$ cat src/rtl/osl_hostbuf.sv
// osl_hostbuf: host-side TX/RX FIFO buffering in front of the serial link transceiver.
// Ports:
//   i_clk, i_resetb           : clock and asynchronous active-low reset
//   i_cpu_wr/i_cpu_din        : host push into the TX FIFO
//   i_cpu_rd/o_cpu_dout       : host pop from the RX FIFO (first-word-fall-through head)
//   o_cpu_txfull/o_cpu_rxempty: FIFO status
//   o_tx_level/o_rx_level     : fill levels
//   o_err_ovf/o_err_unf       : sticky error flags
//   i_cpu_clr_err             : clears the sticky flags
//   o_link_wr/o_link_din/i_link_dir              : transceiver write port
//   o_link_rd/i_link_dout/i_link_dor             : transceiver read port
module osl_hostbuf #(
    parameter int WORDSZ     = 8,
    parameter int DEPTH_LOG2 = 3
) (
    input  logic                  i_clk,
    input  logic                  i_resetb,
    input  logic                  i_cpu_wr,
    input  logic [WORDSZ-1:0]     i_cpu_din,
    input  logic                  i_cpu_rd,
    output logic [WORDSZ-1:0]     o_cpu_dout,
    output logic                  o_cpu_txfull,
    output logic                  o_cpu_rxempty,
    output logic [DEPTH_LOG2:0]   o_tx_level,
    output logic [DEPTH_LOG2:0]   o_rx_level,
    output logic                  o_err_ovf,
    output logic                  o_err_unf,
    input  logic                  i_cpu_clr_err,
    output logic                  o_link_wr,
    output logic [WORDSZ-1:0]     o_link_din,
    input  logic                  i_link_dir,
    output logic                  o_link_rd,
    input  logic [WORDSZ-1:0]     i_link_dout,
    input  logic                  i_link_dor
);

    localparam int DEPTH = 1 << DEPTH_LOG2;
    localparam logic [DEPTH_LOG2:0] L_FULL = (DEPTH_LOG2+1)'(DEPTH);

    typedef enum logic [1:0] {T_IDLE, T_PULSE, T_HOLD} tx_st_t;
    typedef enum logic [1:0] {R_IDLE, R_PULSE, R_HOLD} rx_st_t;

    logic [WORDSZ-1:0]     r_tx_mem [DEPTH];
    logic [WORDSZ-1:0]     r_rx_mem [DEPTH];
    logic [DEPTH_LOG2-1:0] r_tx_wp, r_tx_rp, r_rx_wp, r_rx_rp;
    logic [DEPTH_LOG2:0]   r_tx_lvl, r_rx_lvl;
    logic                  r_ovf, r_unf;
    logic [WORDSZ-1:0]     r_link_din;
    tx_st_t                r_tx_st, w_tx_nxt;
    rx_st_t                r_rx_st, w_rx_nxt;

    logic w_tx_full, w_rx_full, w_tx_empty, w_rx_empty;
    logic w_tx_push, w_tx_pop, w_rx_push, w_rx_pop;
    logic w_ovf_ev, w_unf_ev;
    logic w_link_wr, w_link_rd;

    assign w_tx_full  = (r_tx_lvl == L_FULL);
    assign w_rx_full  = (r_rx_lvl == L_FULL);
    assign w_tx_empty = (r_tx_lvl == '0);
    assign w_rx_empty = (r_rx_lvl == '0);

    // Full/empty checks use the current level, so a same-cycle pop does not
    // make room for a push on a full FIFO.
    assign w_tx_push = i_cpu_wr & ~w_tx_full;
    assign w_rx_pop  = i_cpu_rd & ~w_rx_empty;
    assign w_ovf_ev  = i_cpu_wr & w_tx_full;
    assign w_unf_ev  = i_cpu_rd & w_rx_empty;

    // ---------------- TX FSM ----------------
    always_ff @(posedge i_clk or negedge i_resetb) begin
        if (!i_resetb) r_tx_st <= T_IDLE;
        else           r_tx_st <= w_tx_nxt;
    end

    always_comb begin
        w_tx_nxt = r_tx_st;
        unique case (r_tx_st)
            T_IDLE:  if (!w_tx_empty && i_link_dir) w_tx_nxt = T_PULSE;
            T_PULSE: w_tx_nxt = T_HOLD;
            T_HOLD:  w_tx_nxt = T_IDLE;
            default: w_tx_nxt = T_IDLE;
        endcase
    end

    always_comb begin
        w_tx_pop  = (r_tx_st == T_IDLE) && !w_tx_empty && i_link_dir;
        w_link_wr = (r_tx_st == T_PULSE);
    end

    // ---------------- RX FSM ----------------
    always_ff @(posedge i_clk or negedge i_resetb) begin
        if (!i_resetb) r_rx_st <= R_IDLE;
        else           r_rx_st <= w_rx_nxt;
    end

    always_comb begin
        w_rx_nxt = r_rx_st;
        unique case (r_rx_st)
            R_IDLE:  if (i_link_dor && !w_rx_full) w_rx_nxt = R_PULSE;
            R_PULSE: w_rx_nxt = R_HOLD;
            R_HOLD:  w_rx_nxt = R_IDLE;
            default: w_rx_nxt = R_IDLE;
        endcase
    end

    // A full RX FIFO withholds the read strobe, leaving the word in the transceiver.
    always_comb begin
        w_rx_push = (r_rx_st == R_IDLE) && i_link_dor && !w_rx_full;
        w_link_rd = (r_rx_st == R_PULSE);
    end

    // ---------------- storage ----------------
    always_ff @(posedge i_clk) begin
        if (w_tx_push) r_tx_mem[r_tx_wp] <= i_cpu_din;
        if (w_rx_push) r_rx_mem[r_rx_wp] <= i_link_dout;
    end

    always_ff @(posedge i_clk or negedge i_resetb) begin
        if (!i_resetb) begin
            r_tx_wp    <= '0;
            r_tx_rp    <= '0;
            r_tx_lvl   <= '0;
            r_rx_wp    <= '0;
            r_rx_rp    <= '0;
            r_rx_lvl   <= '0;
            r_link_din <= '0;
        end else begin
            if (w_tx_push) r_tx_wp <= r_tx_wp + 1'b1;
            if (w_tx_pop) begin
                r_tx_rp    <= r_tx_rp + 1'b1;
                r_link_din <= r_tx_mem[r_tx_rp];
            end
            case ({w_tx_push, w_tx_pop})
                2'b10:   r_tx_lvl <= r_tx_lvl + 1'b1;
                2'b01:   r_tx_lvl <= r_tx_lvl - 1'b1;
                default: r_tx_lvl <= r_tx_lvl;
            endcase
            if (w_rx_push) r_rx_wp <= r_rx_wp + 1'b1;
            if (w_rx_pop)  r_rx_rp <= r_rx_rp + 1'b1;
            case ({w_rx_push, w_rx_pop})
                2'b10:   r_rx_lvl <= r_rx_lvl + 1'b1;
                2'b01:   r_rx_lvl <= r_rx_lvl - 1'b1;
                default: r_rx_lvl <= r_rx_lvl;
            endcase
        end
    end

    // Error event in the same cycle as a clear keeps the flag set.
    always_ff @(posedge i_clk or negedge i_resetb) begin
        if (!i_resetb) begin
            r_ovf <= 1'b0;
            r_unf <= 1'b0;
        end else begin
            r_ovf <= (r_ovf & ~i_cpu_clr_err) | w_ovf_ev;
            r_unf <= (r_unf & ~i_cpu_clr_err) | w_unf_ev;
        end
    end

    assign o_cpu_dout    = w_rx_empty ? '0 : r_rx_mem[r_rx_rp];
    assign o_cpu_txfull  = w_tx_full;
    assign o_cpu_rxempty = w_rx_empty;
    assign o_tx_level    = r_tx_lvl;
    assign o_rx_level    = r_rx_lvl;
    assign o_err_ovf     = r_ovf;
    assign o_err_unf     = r_unf;
    assign o_link_wr     = w_link_wr;
    assign o_link_rd     = w_link_rd;
    assign o_link_din    = r_link_din;

endmodule

$ cat config.mk
export PLATFORM = sky130hd
export DESIGN_NAME = osl_hostbuf
export DESIGN_NICKNAME = d
export VERILOG_FILES = /design/src/rtl/osl_hostbuf.sv
export SDC_FILE = /design/constraint.sdc
export NUM_CORES = 1
export LEC_CHECK = 0
export ABC_AREA = 0
export BUFFER_PORTS_ARGS = -buffer_cell sky130_fd_sc_hd__buf_4
export CAP_MARGIN = 10
export CORE_UTILIZATION = 25
export CTS_CLUSTER_SIZE = 12
export DETAILED_ROUTE_END_ITERATION = 6
export PLACE_DENSITY_LB_ADDON = 0.2
export SLEW_MARGIN = 5
export SYNTH_ARGS = -nofsm -noshare
export SYNTH_HDL_FRONTEND = slang
export SYNTH_SLANG_ARGS = --single-unit
$ cat constraint.sdc
create_clock -name i_clk -period 2.2 [get_ports i_clk]
set_input_delay 0.22 -clock i_clk [delete_from_list [all_inputs] [get_ports i_clk]]
set_output_delay 0.22 -clock i_clk [all_outputs]
set_load 0.02 [all_outputs]
# == Word-level counts from Yosys, hierarchy flattened ==
# Memory sizes are Yosys's and may differ from the RTL's. A register that Yosys moved wholly into a read port is not among the register bits.
# Index checks and enable logic that the tools add are counted.
# word_totals
reg_bits,26
ramBits,128
in_bits,23
output_inout_bits,30
wordCells,67
mem_count,2
# mem_list
memory,words,word_bits,rd,rd_clocked_by_memory_dff,write_ports,line_no,rtl
r_rx_mem,8,8,1,0,1,44,logic [WORDSZ-1:0] r_rx_mem [DEPTH];
r_tx_mem,8,8,1,1,1,43,logic [WORDSZ-1:0] r_tx_mem [DEPTH];
# classes
add_sub_neg,8
eq_ne,10
n_mux,11
bitwise,11
reduce_logical,15
# op_table
operator,n
$pmux 4 s2,2
$add 3x1->3 const B,4
$add 4x1->4 const B,2
$eq 2x1->1 const B,4
$eq 4x4->1 const B,2
$logic_not 4->1,2
$mux 8,1
$pmux 2 s2,2
$sub 4x1->4 const B,2
$and 1x1->1,6
$logic_and 1x1->1,6
$eq 2x2->1 const B,2
$logic_not 2->1,2
$mux 1,4
$mux 2,2
$ne 2x2->1 const B,2
$reduce_bool 2->1,2
$logic_not 1->1,3
$not 1->1,3
$or 1x1->1,2

# == Logic depth before layout (Yosys ltp) ==
# Gate-level depths: netlist (run 1).
# depth
word_depth,6
mapped_depth,10
ltp_nobuf,10

# == Worst setup path before layout (run 1) ==
# Ideal clock, no wire load.
# synth_timing
path_kind,register to register
from,"reg r_tx_lvl[0], in the netlist o_tx_level[0]"
to,"reg r_tx_lvl[3], in the netlist o_tx_level[3]"
setup_time_ns,0.116
t_arrival_ns,2.902
required_ns,2.084
path_slack_ns,-0.818
stages_incl_launch_ff,9
path_buffers,0
synth_period_minus_slack_ns,3.018
path_cell_list,dfrtp_1 > nor4b_1 > nor2b_1 > inv_1 > ha_1 > ha_1 > a21oi_1 > o21ai_0 > o311ai_0
# synth_between
word_cells_on_any_way,13
classes_between,add/sub (2); eq/ne (3); mux (1); bitwise (2); reduce/logical (5)
# synth_rtl
element,line_no,rtl
start: declaration,46,"logic [DEPTH_LOG2:0] r_tx_lvl, r_rx_lvl;"
start signal: assignment,134,2'b10: r_tx_lvl <= r_tx_lvl + 1'b1;
start signal: assignment,135,2'b01: r_tx_lvl <= r_tx_lvl - 1'b1;
start signal: assignment,136,default: r_tx_lvl <= r_tx_lvl;
$eq 4x4->1 *,57,assign w_tx_full = (r_tx_lvl == L_FULL);
named net o_cpu_txfull,22,"output logic o_cpu_txfull,"
$not 1->1 *,64,assign w_tx_push = i_cpu_wr & ~w_tx_full;
$and 1x1->1 *,64,
$eq 2x1->1 or $eq 2x2->1 (tied branches),133,"case ({w_tx_push, w_tx_pop})"
$pmux 4 s2 or $reduce_bool 2->1 (tied branches),--,
# The timed path passes the listed nets; every way through them passes the cells marked *.
# A chain may end at the register's enable or synchronous reset.

# == Worst setup path after layout (run 1) ==
# layout_timing
from,reg r_rx_rp[0]
to,out o_cpu_dout[5]
# layout_between
elab_chain_len,2
# layout_rtl
element,line_no,rtl
start: declaration,45,"logic [DEPTH_LOG2-1:0] r_tx_wp, r_tx_rp, r_rx_wp, r_rx_rp;"
start signal: assignment,139,if (w_rx_pop) r_rx_rp <= r_rx_rp + 1'b1;
$mem_v2 8x8,--,
$mux 8,159,assign o_cpu_dout = w_rx_empty ? '0 : r_rx_mem[r_rx_rp];
end: declaration,21,"output logic [WORDSZ-1:0] o_cpu_dout,"
# Every way passes these cells.

==> results of run 1 <==
power by group through the flow:
stage | Sequential, W | Clock (W) | Combinational [W]
3_3_place_gp | 0.00454 | 0 | 0.00392
3_5_place_dp | 0.00458 | 0 | 0.00397
5_1_grt | 0.00460 | 0.00302 | 0.00455
6_report | 0.00452 | 0.00281 | 0.00418
4_1_cts | 0.00452 | 0.00290 | 0.00404
2_1_floorplan | 0.00453 | 0 | 0.00253
layer usage:
metal	routed length [um]	part of all wire	up-vias	track usage
met3	452	0.033	10	0.03182
met2	7096	0.51	58	0.1870
li1	-	-	1601	-
met4	135	0.0097	0	0.03283
met5	0	0	-	0
met1	6164	0.45	1768	0.1319
cell type report:
type | count | share of cell area
clock inverter | 15 | 0.01737
tap | 330 | 0.04942
timing repair buffer | 95 | 0.09149
inverter | 10 | 0.004792
multi-input combinational | 175 | 0.2228
clock buffer | 17 | 0.05091
sequential | 162 | 0.5632
state kept, by name (all words and copies together), names as in the netlist:
| name | flops |
|---|---|
| r_tx_st | 2 |
| o_link_din | 8 |
| r_tx_rp | 3 |
| r_rx_mem | 64 |
| o_err_unf | 1 |
| r_tx_mem | 64 |
| o_err_ovf | 1 |
| r_rx_wp | 3 |
| r_rx_rp | 3 |
| r_tx_wp | 3 |
| o_tx_level | 4 |
| r_rx_st | 2 |
| o_rx_level | 4 |
synth_stat cells, drive strengths merged (6+ instances only):
library cell and count:
mux4 32, edfxtp 128, nor2 24, ha 10, xnor2 8, mux2i 17, nor4b 6, nor3 7
nand2 20, nor2b 6, inv 10, buf 10, xor2 6, dfrtp 34, a21oi 10
metrics by stage:
stage	utilization	total power, W
floorplan	-	0.007061
finish	0.3280	0.01150
global placement	0.2989	0.008463
detailed placement	0.2989	0.008548
global route	0.3280	0.01218
CTS	0.3232	0.01146
tightest hold or removal path: stages:
cell and delay (ps):
buf_4 90, nand2_1 40, o21ai_0 60
kinds of logic (layout without fill, tap and decap cells):
kind of cell,Yosys count,after routing,share of synthesized area
XOR/XNOR,14,14,0.01870
AND/OR/NAND/NOR,80,80,0.06734
adder cells (fa/ha/maj),11,11,0.02213
AO/OA/AOI/OAI,18,18,0.01831
multiplexers,52,52,0.1410
flip-flops,162,162,0.7158
buffers and inverters,25,137,0.01679
timing repair:
item | in CTS | in global routing
cloned | 0 | 1
setup buffers | 1 | 9
resized for setup | 7 | 8
hold buffers | 2 | 0
hold endpoints to repair | 36 | 0
endpoints found under the setup margin | 2 | 11
pin swaps | 1 | 4
final timing paths:
check                                 to  slack [ps]  depth (start not counted)
max                        o_cpu_dout[5]          50                          5
min                            o_err_ovf          20                          3
max reg2reg                o_tx_level[3]          70                          9
min reg2reg                   r_rx_st[1]         510                          1
max in group asynchronous  o_rx_level[3]        1510                          2
min in group asynchronous  o_tx_level[1]         310                          2
==> flow_summary.yaml, run 1 <==
clocking:
  cts_root_buf: "clkbuf_16"
  path_clk_slew_ps: 70
  cts_max_level: 4
  cts.path.max_buffers: 2
  clock_latency_ps: 420
  cts-buffers-inserted: 17
  clock_sinks: 162
  cts_tree: "built"
setup_path:
  cp_top_family: "multiplexers"
  r2r_start: "o_tx_level[2]"
  timing.critical_path.buf_inv: 2
  path_cells: "buf_12, mux4_2, mux2i_1, nor2_1, buf_4"
  cp_slowest_stage_delay_ps: 510
  crit_slowest_cell: "mux4_2"
  worstSetupPathType: "register to output pin"
  end_kind: "output pin"
  critPathLaunch: "r_rx_rp[0]"
  start_kind: "register"
  required_ps: 1980
  crit_arrival_ps: 1930
  worst-path-max-fanout: 5
synthesis:
  async_flop_share: 0.2099
  ys_seq_area_frac: 0.7158
  ys_types: 38
  yosysTopAreaCell: "edfxtp_1"
  yosys-top-cells-area: "edfxtp_1 (59%), dfrtp_1 (13%), mux4_2 (11%)"
  synth_seq_cells: 162
  synth_warnings: 0
  avgSynthCellArea_sq_um: 18.12
  synth_nets: 396
  ys.flop_type: "edfxtp_1"
  synth_edf_count: 128
  syn_inst: 362
  synth_top_area_share: 0.5860
  synth_area_sq_um: 6559
floorplanning:
  dieHeight_um: 164.0
  start_util: 0.2575
  core-area_sq_um: 25470
  ios: 53
  die-area_sq_um: 26890
  rows: 58
  die_w_um: 164.0
hold_path:
  worstHoldPathType: "primary input to register"
  hp-start: "i_cpu_wr"
route:
  first_iter_violations: 174
  vias_per_cell: 4.275
  drc: 0
  drt-total-wl_um: 13850
  avgRoutedWirePerCell_um: 17.22
  firstDrtPassIters: 4
  num_vias: 3437
  ant_nets: 0
cells_and_area:
  antenna_cells: 0
  instances_no_fill: 804
  final_common_cell: "edfxtp_1"
  area_growth_pct: 27.39
  fin_area_sq_um: 8356
  final_cell_mix: "edfxtp_1 (128), buf_4 (89), mux4_2 (32)"
  finalNetCount: 495
  drive_gt1_frac: 0.4008
  register_area_sq_um: 4706
  fillerInstances: 2464
  multi_input_area_sq_um: 1862
placement:
  dpl.hpwl_um: 8589
  dp.cells: 759
  pre_cts_ws_ps: -168.1
  placed_area_sq_um: 7615
  place.gp.congestion: 0.7511
  io_buffer_count: 52
power:
  p_leak_nw: 2.980
  p_int_w: 0.007557
  p_switching_w: 0.003947
  pwr-share-clk: 0.244
  irDropWorstVdd_v: 0.0005195
  seqPwrFrac: 0.392
  p_sw_frac: 0.3431
  p_per_area_nw_per_um2: 1377
  combPwrFrac: 0.363
timing:
  slew_headroom: 0.5634
  grt_setup_unrepaired: "yes"
  min_period_ps: 2146
  tightest_slew_ps: 654.9
  skew_ps: 8.363
  clock.fmax_mhz: 466.0
  holdWs_ps: 24.86
  slew_violations: 0
  period_share: 0.9753
  hold_violations: 0
  setup_ws_ps: 54.25
  fin_tns_setup_ps: 0
  final-setup-viol-count: 0
global_route:
  grt_overflow: 0
  first_global_vias: 3606
  grt_usage: 0.1091
  grt_pass1_wl_um: 20930
  antenna_found_initial: 0
  grt_max_degree: 35
outcome:
  status: "finished, final reports clean"
run:
  cap_viol_max_count: 0
No activity file was read; power rests on OpenSTA's default activity.
==> inputs of run 2 (changes only) <==
- CTS_BUF_LIST: unset -> sky130_fd_sc_hd__clkbuf_4
- clock period: 2.2 -> 2 ns (I/O delays scaled with it)
==> run 2 against run 1 <==
  * The run now ends with setup timing left
  * Sequential share of layout area down 1.3 points
  * Sequential power up 9.5%
  * Clock skew up 8.2 ps
  * Final cell count up 4.1%
  * Non-clock buffer count up 33
  * Combinational power up 19%
  * Routed wire length up 0.31%
==> flow_summary.yaml, run 2 (synthesized netlist as in run 1, its figures left out) <==
setup_path:
  worst-path-max-fanout: 9
  r2r_cells: 8
  cp_slowest_stage_delay_ps: 490
  timing.critical_path.buf_inv: 2
  r2r_start: "o_tx_level[2]"
  required_ps: 1800
  end_kind: "output pin"
  worstReg2RegEnd: "o_tx_level[3]"
  crit_slowest_cell: "mux4_2"
  crit_arrival_ps: 2050
  start_kind: "register"
  worstSetupPathType: "register to output pin"
  cp_top_family: "multiplexers"
  r2r_setup_slack_ps: -50
  path_cells: "buf_12, mux4_2, mux2i_1, nor2_1, buf_4"
power:
  p_switching_w: 0.004269
  irDropWorstVdd_v: 0.0005904
  seqPwrFrac: 0.410
  combPwrFrac: 0.413
  p_per_area_nw_per_um2: 1411
  p_sw_frac: 0.3540
  p_int_w: 0.007789
  pwr-share-clk: 0.177
  p_leak_nw: 3.051
route:
  num_vias: 3528
  firstDrtPassIters: 4
  drc: 0
  drt-total-wl_um: 13890
  avgRoutedWirePerCell_um: 16.60
  ant_nets: 0
  vias_per_cell: 4.215
  first_iter_violations: 176
clocking:
  clock_latency_ps: 530
  cts_max_level: 4
  cts-buffers-inserted: 17
  path_clk_slew_ps: 140
  cts.path.max_buffers: 2
  clock_sinks: 162
  cts_tree: "built"
  cts_root_buf: "clkbuf_4"
hold_path:
  worstHoldEndpoint: "r_rx_st[0]"
  worstHoldPathType: "primary input to register"
  hp-start: "i_link_dor"
  whs_path_depth: 4
timing:
  slew_headroom: 0.5859
  skew_ps: 16.60
  grt_setup_unrepaired: "yes"
  holdWs_ps: 110.2
  clock.fmax_mhz: 443.8
  min_period_ps: 2253
  hold_violations: 0
  final-setup-viol-count: 11
  period_share: 1.127
  slew_violations: 0
  tightest_slew_ps: 621.2
  setup_ws_ps: -253.1
floorplanning:
  die-area_sq_um: 26890
  die_w_um: 164.0
  start_util: 0.2575
  core-area_sq_um: 25470
  ios: 53
  rows: 58
  dieHeight_um: 164.0
global_route:
  grt_max_degree: 35
  antenna_found_initial: 0
  grt_usage: 0.1122
  grt_pass1_wl_um: 21600
  first_global_vias: 3790
  grt_overflow: 0
cells_and_area:
  area_growth_pct: 30.26
  final_cell_mix: "edfxtp_1 (128), buf_4 (95), mux4_2 (32)"
  finalNetCount: 528
  antenna_cells: 0
  final_common_cell: "edfxtp_1"
  drive_gt1_frac: 0.4241
run:
  cap_viol_max_count: 0
outcome:
  failed_checks: "setup timing"
  status: "finished, violations left"
placement:
  place.gp.congestion: 0.7148
  pre_cts_ws_ps: -60.21
  io_buffer_count: 52
  dpl.hpwl_um: 9100
==> run 2: per-stage QoR <==
stage               TNS, ps    util  total power, W  instances  instance area (sq um)
floorplan             -3376       -        0.007832        362                   6670
global placement     -2.732  0.3058        0.009617        774                   7789
detailed placement   -147.9  0.3058        0.009719        774                   7789
CTS                   -2949  0.3311         0.01214        832                   8434
global route          -3700  0.3354         0.01286        837                   8543
finish                -1886  0.3354         0.01206        837                   8543
==> run 2: area by class of cell <==
type | count | area, sq um
Clock buffer | 17 | 127.6
Sequential cell | 162 | 4705
Fill cell | 2486 | 16930
Clock inverter | 15 | 191.4
Inverter | 10 | 40.04
Timing Repair Buffer | 128 | 1094
Multi-Input combinational cell | 175 | 1973
Tap cell | 330 | 412.9
==> run 2: worst max-delay path by stage <==
| stage | from | to | slack (ps) | cells past startpoint |
|---|---|---|---|---|
| 2_1_floorplan | o_rx_level[0] | o_rx_level[3] | -200 | 8 |
| 3_3_place_gp | o_rx_level[1] | o_rx_level[2] | -3 | 9 |
| 3_5_place_dp | o_tx_level[3] | o_tx_level[3] | -60 | 7 |
| 4_1_cts | r_rx_rp[0] | o_cpu_dout[1] | -360 | 5 |
| 5_1_grt | r_rx_rp[0] | o_cpu_dout[7] | -400 | 5 |
| 6_report | r_rx_rp[0] | o_cpu_dout[4] | -250 | 5 |
==> run 2: what timing repair did <==
| item | 4_1_cts | 5_1_grt |
|---|---|---|
| pin swaps | 5 | 8 |
| buffers inserted | 5 | 8 |
| endpoints found under the hold margin | 165 | 0 |
| cloned | 1 | 0 |
| gates resized for setup | 18 | 15 |
| setup endpoints to repair | 15 | 49 |
| hold buffers | 21 | 0 |
==> run 2: layer usage <==
layer / wire length [um] / GRT usage
met3: 312 / 0.02500
met2: 7555 / 0.2084
met5: 0 / 0
met1: 5865 / 0.1259
met4: 158 / 0.03662
==> run 2: power by group through the flow <==
stage	registers [W]	logic [W]	clock network (W)
after detailed placement	0.00499	0.00473	0
after global placement	0.00495	0.00466	0
after floorplan	0.00501	0.00282	0
after global routing	0.00504	0.00547	0.00235
final	0.00495	0.00498	0.00213
after CTS	0.00496	0.00494	0.00223
==> run 2: worst min-delay path, delay by kind of cell <==
family / cells / cell delay, ps
AO/OA/AOI/OAI: 1 / 70
buffers and inverters: 3 / 350
